[src/rtl/mem_arb_pkg.sv]
// ---------------------------------------------------------------------------
// mem_arb_pkg
// Shared definitions for the shared-RAM memory arbiter.
//   arb_mode_e : arbitration policy selector (fixed priority / round-robin)
//   MAX_CH     : largest supported number of requester channels
//   ch_id_w()  : width of a channel index, never less than one bit
// ---------------------------------------------------------------------------
package mem_arb_pkg;

    typedef enum logic {
        ARB_FIXED = 1'b0,
        ARB_RR    = 1'b1
    } arb_mode_e;

    localparam int MAX_CH = 8;

    function automatic int ch_id_w(input int n);
        int w;
        w = $clog2(n);
        return (w < 1) ? 1 : w;
    endfunction

endpackage

[src/rtl/arb_rr_picker.sv]
// ---------------------------------------------------------------------------
// arb_rr_picker
// Combinational find-first over a request vector, starting at i_start and
// searching upward with wrap-around. Driving i_start with zero gives plain
// lowest-index-wins priority.
//   i_req   : request vector, one bit per channel
//   i_start : index searched first
//   o_gnt   : one-hot winner, zero when nothing requests
//   o_id    : binary index of the winner (zero when nothing requests)
//   o_any   : at least one channel is requesting
// ---------------------------------------------------------------------------
module arb_rr_picker
    import mem_arb_pkg::*;
#(
    parameter int NUM_CH = 2
) (
    input  logic [NUM_CH-1:0]              i_req,
    input  logic [ch_id_w(NUM_CH)-1:0]     i_start,
    output logic [NUM_CH-1:0]              o_gnt,
    output logic [ch_id_w(NUM_CH)-1:0]     o_id,
    output logic                           o_any
);

    localparam int IDW = ch_id_w(NUM_CH);

    // Two passes instead of a rotate: the first only considers channels at
    // or above the start index; if none of those request, the second pass
    // finds the lowest requester, which is necessarily below the start.
    always_comb begin
        o_gnt = '0;
        o_id  = '0;
        o_any = 1'b0;
        for (int j = 0; j < NUM_CH; j++) begin
            if (!o_any && i_req[j] && (j >= int'(i_start))) begin
                o_gnt[j] = 1'b1;
                o_id     = IDW'(j);
                o_any    = 1'b1;
            end
        end
        for (int j = 0; j < NUM_CH; j++) begin
            if (!o_any && i_req[j]) begin
                o_gnt[j] = 1'b1;
                o_id     = IDW'(j);
                o_any    = 1'b1;
            end
        end
    end

endmodule

[src/rtl/mem_arbiter_rr.sv]
// ---------------------------------------------------------------------------
// mem_arbiter_rr
// N-channel arbiter in front of a single shared RAM port. One access is
// issued per cycle; reads return RD_LAT cycles later and are steered back to
// their requester by a tag pipeline. A channel can lock the port for atomic
// sequences, during which only it may be granted.
//
// Ports
//   clk        : clock
//   rst        : asynchronous, active-low reset
//   req        : per-channel access request
//   we         : per-channel byte write enables (zero = read)
//   lock       : per-channel "keep exclusive ownership after this access"
//   addr/wdata : per-channel address and write data
//   gnt        : one-hot grant, combinational in the request cycle
//   stall      : req & ~gnt
//   rvalid     : one-hot read return strobe
//   rdata      : read return data (pass-through of ram_rdata)
//   ram_addr/ram_wdata/ram_we/ram_re : RAM port, driven by the granted channel
//   ram_rdata  : RAM read data, RD_LAT cycles after ram_re
// ---------------------------------------------------------------------------
module mem_arbiter_rr
    import mem_arb_pkg::*;
#(
    parameter int        NUM_CH   = 2,
    parameter int        ADDR_W   = 32,
    parameter int        DATA_W   = 32,
    parameter int        RD_LAT   = 1,
    parameter arb_mode_e ARB_MODE = ARB_RR
) (
    input  logic                               clk,
    input  logic                               rst,
    input  logic [NUM_CH-1:0]                  req,
    input  logic [NUM_CH-1:0][DATA_W/8-1:0]    we,
    input  logic [NUM_CH-1:0]                  lock,
    input  logic [NUM_CH-1:0][ADDR_W-1:0]      addr,
    input  logic [NUM_CH-1:0][DATA_W-1:0]      wdata,
    output logic [NUM_CH-1:0]                  gnt,
    output logic [NUM_CH-1:0]                  stall,
    output logic [NUM_CH-1:0]                  rvalid,
    output logic [DATA_W-1:0]                  rdata,
    output logic [ADDR_W-1:0]                  ram_addr,
    output logic [DATA_W-1:0]                  ram_wdata,
    output logic [DATA_W/8-1:0]                ram_we,
    output logic                               ram_re,
    input  logic [DATA_W-1:0]                  ram_rdata
);

    localparam int IDW  = ch_id_w(NUM_CH);
    localparam int BE_W = DATA_W / 8;

    // Arbitration / lock state
    logic [IDW-1:0]              r_ptr;
    logic                        r_locked;
    logic [IDW-1:0]              r_owner;

    // Read tag pipeline: valid bits are control (reset), ids are payload
    logic [RD_LAT-1:0]           r_tag_vld;
    logic [RD_LAT-1:0][IDW-1:0]  r_tag_id;

    logic [NUM_CH-1:0]           w_owner_mask;
    logic                        w_owner_lock;
    logic [NUM_CH-1:0]           w_req_elig;
    logic [IDW-1:0]              w_start;
    logic [NUM_CH-1:0]           w_gnt;
    logic [IDW-1:0]              w_gnt_id;
    logic                        w_any;
    logic [ADDR_W-1:0]           w_addr_sel;
    logic [DATA_W-1:0]           w_wdata_sel;
    logic [BE_W-1:0]             w_we_sel;
    logic                        w_lock_sel;

    // ---------------------------------------------------------------------
    // Eligibility: nothing is granted while reset is held; while locked,
    // only the owner may compete, even when the owner is idle.
    // ---------------------------------------------------------------------
    always_comb begin
        w_owner_mask = '0;
        for (int j = 0; j < NUM_CH; j++) begin
            w_owner_mask[j] = (r_owner == IDW'(j));
        end
    end

    assign w_owner_lock = |(lock & w_owner_mask);

    always_comb begin
        w_req_elig = '0;
        if (rst) begin
            w_req_elig = r_locked ? (req & w_owner_mask) : req;
        end
    end

    assign w_start = (ARB_MODE == ARB_FIXED) ? '0 : r_ptr;

    arb_rr_picker #(
        .NUM_CH (NUM_CH)
    ) u_picker (
        .i_req   (w_req_elig),
        .i_start (w_start),
        .o_gnt   (w_gnt),
        .o_id    (w_gnt_id),
        .o_any   (w_any)
    );

    assign gnt   = w_gnt;
    assign stall = req & ~w_gnt;

    // ---------------------------------------------------------------------
    // Issue mux: the picker reports id 0 when idle, so with no grant the
    // RAM address/data simply follow channel 0.
    // ---------------------------------------------------------------------
    always_comb begin
        w_addr_sel  = addr[0];
        w_wdata_sel = wdata[0];
        w_we_sel    = we[0];
        w_lock_sel  = lock[0];
        for (int j = 1; j < NUM_CH; j++) begin
            if (w_gnt_id == IDW'(j)) begin
                w_addr_sel  = addr[j];
                w_wdata_sel = wdata[j];
                w_we_sel    = we[j];
                w_lock_sel  = lock[j];
            end
        end
    end

    assign ram_addr  = w_addr_sel;
    assign ram_wdata = w_wdata_sel;
    assign ram_we    = w_any ? w_we_sel : '0;
    assign ram_re    = w_any & ~(|w_we_sel);

    // ---------------------------------------------------------------------
    // Pointer and lock state, updated at the edge ending the cycle.
    // A grant always rewrites the lock from the winner's lock bit; without a
    // grant the owner can still release by dropping its lock bit.
    // ---------------------------------------------------------------------
    always_ff @(posedge clk or negedge rst) begin
        if (!rst) begin
            r_ptr    <= '0;
            r_locked <= 1'b0;
            r_owner  <= '0;
        end else if (w_any) begin
            r_ptr    <= (w_gnt_id == IDW'(NUM_CH - 1)) ? '0 : (w_gnt_id + 1'b1);
            r_locked <= w_lock_sel;
            r_owner  <= w_gnt_id;
        end else begin
            r_locked <= r_locked & w_owner_lock;
        end
    end

    // ---------------------------------------------------------------------
    // Tag pipeline stage boundary: stage 0 captures this cycle's read, every
    // stage shifts each edge; reset wipes in-flight valids so aborted reads
    // never return.
    // ---------------------------------------------------------------------
    always_ff @(posedge clk or negedge rst) begin
        if (!rst) begin
            r_tag_vld <= '0;
        end else begin
            r_tag_vld[0] <= ram_re;
            for (int s = 1; s < RD_LAT; s++) begin
                r_tag_vld[s] <= r_tag_vld[s-1];
            end
        end
    end

    always_ff @(posedge clk) begin
        r_tag_id[0] <= w_gnt_id;
        for (int s = 1; s < RD_LAT; s++) begin
            r_tag_id[s] <= r_tag_id[s-1];
        end
    end

    // ---------------------------------------------------------------------
    // Read return: tail of the tag pipeline selects the receiving channel.
    // ---------------------------------------------------------------------
    always_comb begin
        rvalid = '0;
        for (int j = 0; j < NUM_CH; j++) begin
            rvalid[j] = r_tag_vld[RD_LAT-1] && (r_tag_id[RD_LAT-1] == IDW'(j));
        end
    end

    assign rdata = ram_rdata;

endmodule

[config.mk]
export PLATFORM = sky130hd
export DESIGN_NAME = mem_arbiter_rr
export DESIGN_NICKNAME = d
export VERILOG_FILES = /design/src/rtl/mem_arb_pkg.sv /design/src/rtl/arb_rr_picker.sv /design/src/rtl/mem_arbiter_rr.sv
export SDC_FILE = /design/constraint.sdc
export NUM_CORES = 1
export LEC_CHECK = 0
export CORE_AREA = 2 2 108 110
export CTS_BUF_LIST = sky130_fd_sc_hd__clkbuf_4 sky130_fd_sc_hd__clkbuf_8 sky130_fd_sc_hd__clkbuf_16
export DETAILED_ROUTE_END_ITERATION = 8
export DIE_AREA = 0 0 110 112
export SYNTH_ARGS = -nofsm -noshare
export SYNTH_HDL_FRONTEND = slang
export SYNTH_SLANG_ARGS = --single-unit
export TNS_END_PERCENT = 50
[constraint.sdc]
create_clock -name clk -period 2.2 [get_ports clk]
set_input_delay 0.44 -clock clk [delete_from_list [all_inputs] [get_ports clk]]
set_output_delay 0.44 -clock clk [all_outputs]
set_load 0.02 [all_outputs]
==> results of run 1 <==
[repair_timing]
item                                    CTS  global route
endpoints found under the setup margin   73            72
pin swaps                                 4             5
cloned                                    6             0
resized for setup                       448            39
setup buffers                            10             3
[placed cells by master (no fill, tap or decap), drive strengths merged, types with 3 or more instances in the layout]
cell           instances
mux2                  64
dfrtp                  4
and2                   3
nand4                  4
nand2                  4
o21ai                  5
clkdlybuf4s50        137
nor2b                  3
a211oi                 4
dlymetal6s2s           3
clkbuf                 6
inv                    3
o31ai                  5
buf                  110
[sequential cells by signal (all words and copies together), names as in the netlist]
signal and count:
r_locked 1, r_owner 1, r_ptr 1, r_tag_id 1
r_tag_vld 1
[layer usage]
metal | part of all wire | vias to the layer above | global-route usage
met5 | 0 | - | 0
met4 | 0.020 | 0 | 0.0321
met3 | 0.072 | 29 | 0.0240
met2 | 0.53 | 107 | 0.244
met1 | 0.38 | 996 | 0.157
li1 | - | 986 | -
[worst register-to-register path, delay by kind of cell (launching register included)]
family / cells / cell delay [ns]
buffers and inverters: 4 / 0.36
AO/OA/AOI/OAI: 1 / 0.29
flip-flops: 1 / 0.37
AND/OR/NAND/NOR: 2 / 0.53
[final timing paths]
| kind | from | end | slack [ns] | cells after the start |
|---|---|---|---|---|
| max in group asynchronous | rst | r_tag_vld | 1.80 | 2 |
| min in group clk | we[5] | r_tag_vld | 0.58 | 3 |
| worst max-delay path | req[0] | ram_addr[8] | -0.27 | 9 |
| worst min-delay path | rst | r_locked | 0.27 | 2 |
| worst min register to register | r_owner | r_owner | 0.63 | 3 |
| worst max register to register | r_locked | r_tag_vld | 0.54 | 7 |
[cell families after synthesis]
group                  synth area share
AO/OA/AOI/OAI                    0.0928
multiplexers                      0.495
buffers and inverters             0.229
AND/OR/NAND/NOR                   0.101
flip-flops                       0.0825
[layout make-up]
type                    count  area (µm²)
flip-flops and latches      5         120
repair buffers            256        2660
well taps                 143         179
inverters                   3        13.8
multi-input cells         106        1270
fillers                  1096        6850
clock buffers               4        82.6
[power by group]
| group | total [mW] | switching (mW) | leakage (nW) | internal (mW) |
|---|---|---|---|---|
| logic | 1.61 | 0.645 | 1.91 | 0.964 |
| registers | 0.127 | 0.0119 | 0.0586 | 0.115 |
| clock network | 0.309 | 0.0564 | 0.0416 | 0.252 |
| total | 2.04 | 0.713 | 2.01 | 1.33 |
[metrics by stage]
stage               TNS (ns)  setup slack, ns  hold slack [ns]  power [mW]
floorplan                  0           0.0575            0.144       0.799
global placement      -62.95           -0.931            0.588        1.38
detailed placement    -63.94           -0.933            0.595        1.40
CTS                   -13.13           -0.289            0.272        2.01
global route          -17.77           -0.322            0.291        2.15
finish                -14.33           -0.273            0.269        2.04
==> flow_summary_export.csv, run 1 <==
group,metric,value,unit
worst_setup_path,crit_family,"buffers and inverters",
clock_network,clock_latency,0.23,ns
sta,final.setup_skew,0.00145,ns
hold_path,min_path_type,"input pin to async pin",
worst_setup_path,cp_num_buf_inv,6,
layout,stdcell_count,517,
logic_synthesis,synth_edf_count,0,
logic_synthesis,ys.flop_type,"dfrtp_1",
layout,drive_above_1_share,0.527,
logic_synthesis,syn_area_per_cell,9.34,µm²
layout,diodes,0,
clock_network,cts.clk_slew.worst_paths,0.03,ns
worst_setup_path,critical_path_class,"input pin to primary output",
sta,setup_viol,66,
worst_setup_path,path_common_cell,"buf_12",
global_route,grt_pass1_vias,2347,
sta,fmax,0.404,GHz
drt,wire_per_inst,17.0,µm
logic_synthesis,yosys.area.top_type_share,0.448,
worst_setup_path,worstSetupStartpointType,"input pin",
worst_setup_path,arrival,2.03,ns
status,status,"finished with violations",
logic_synthesis,synthDistinctLibCells,29,
logic_synthesis,synthArstFlopShare,0.800,
global_route,antenna_found_initial,0,
clock_network,htreeDepth,1,
sta,fin_crit,2.47,ns
placement,placed_cells,497,
die,core-area,11200,µm²
drt,final_antenna_net_count,0,
logic_synthesis,synth.most_common_cell,"mux2_2",
die,die_w,110,µm
sta,relSlewSlack,0.783,
layout,final_nets,549,
clock_network,cts-buffers-inserted,3,
clock_network,tritoncts,"done",
drt,vias_per_cell,4.10,
logic_synthesis,ys_warn_count,0,
worst_setup_path,path_max_fanout,8,
drt,vias,2118,
global_route,grt_use_total,0.133,
die,num_rows,39,
drt,firstDrtPassIters,4,
layout,finalInstanceArea,4330,µm²
worst_setup_path,crit_slowest_cell,"or3b_4",
logic_synthesis,ys_top_cells_by_area,"mux2_2, buf_4, dfrtp_1",
sta,worst_slack,-0.273,ns
logic_synthesis,synth_commonest_cells,"mux2_2, buf_4, mux2_1",
worst_setup_path,crit_required,1.76,ns
worst_setup_path,endpoint_kind,"primary output",
logic_synthesis,synth-seq-cells,5,
drt,drcViolationCount,0,
worst_setup_path,worstPathCellList,"clkdlybuf4s15_2, or3b_4, nand3_4, buf_12, buf_12, buf_8, buf_12, mux2_4, buf_6",
layout,area_growth,197,%
pwr,ir_worst_vdd,0.000358,V
placement,placed_area,3700,µm²
placement,gp_congestion,0.810,
flow_run,maxCapViolations,0,
clock_network,cts_root_buf,"clkbuf_16",
placement,io_buffers,216,
sta,finalHoldViolCount,0,
sta,worst_pin_slew,0.325,ns
die,dieArea,12300,µm²
sta,finalMaxSlewViolations,0,
logic_synthesis,yosysSeqAreaShare,0.0825,
sta,rsz0062_at_grt,"true",
die,boundaryPins,281,
global_route,grt_start_max_net_pins,10,
global_route,overflow,0,
clock_network,cts.sinks,5,
pwr,leakage,2.01,nW
die,die_h,112,µm
logic_synthesis,synth_cells,156,
die,start_util,0.130,
logic_synthesis,netlist_area,1460,µm²
global_route,grt_pass1_wl,12500,µm
pwr,powerDensity,472,nW/µm²
layout,fin_util,0.387,
logic_synthesis,yosys.area.top_type,"mux2_2",
clock_network,cts_hold_buf,0,
drt,wirelength,8800,µm
clock_network,cts_buffer_depth,2,
worst_setup_path,cp_slowest_stage_delay,0.40,ns
status,violations,"negative setup slack",
logic_synthesis,synth_nets,330,
drt,drt_iter0_drc,38,
sta,fin_crit_sh,1.12,
placement,dp_hpwl,6470,µm
No activity file was read; power rests on OpenSTA's default activity.
==> run 2, diff against run 1 <==
--- a/config.mk
+++ b/config.mk
@@ -9,6 +9,7 @@
 export CTS_BUF_LIST = sky130_fd_sc_hd__clkbuf_4 sky130_fd_sc_hd__clkbuf_8 sky130_fd_sc_hd__clkbuf_16
 export DETAILED_ROUTE_END_ITERATION = 8
 export DIE_AREA = 0 0 110 112
+export SLEW_MARGIN = 10
 export SYNTH_ARGS = -nofsm -noshare
 export SYNTH_HDL_FRONTEND = slang
 export SYNTH_SLANG_ARGS = --single-unit
==> results of run 2 <==
No change in the layout: final DEF, timing and power equal those of run 1.
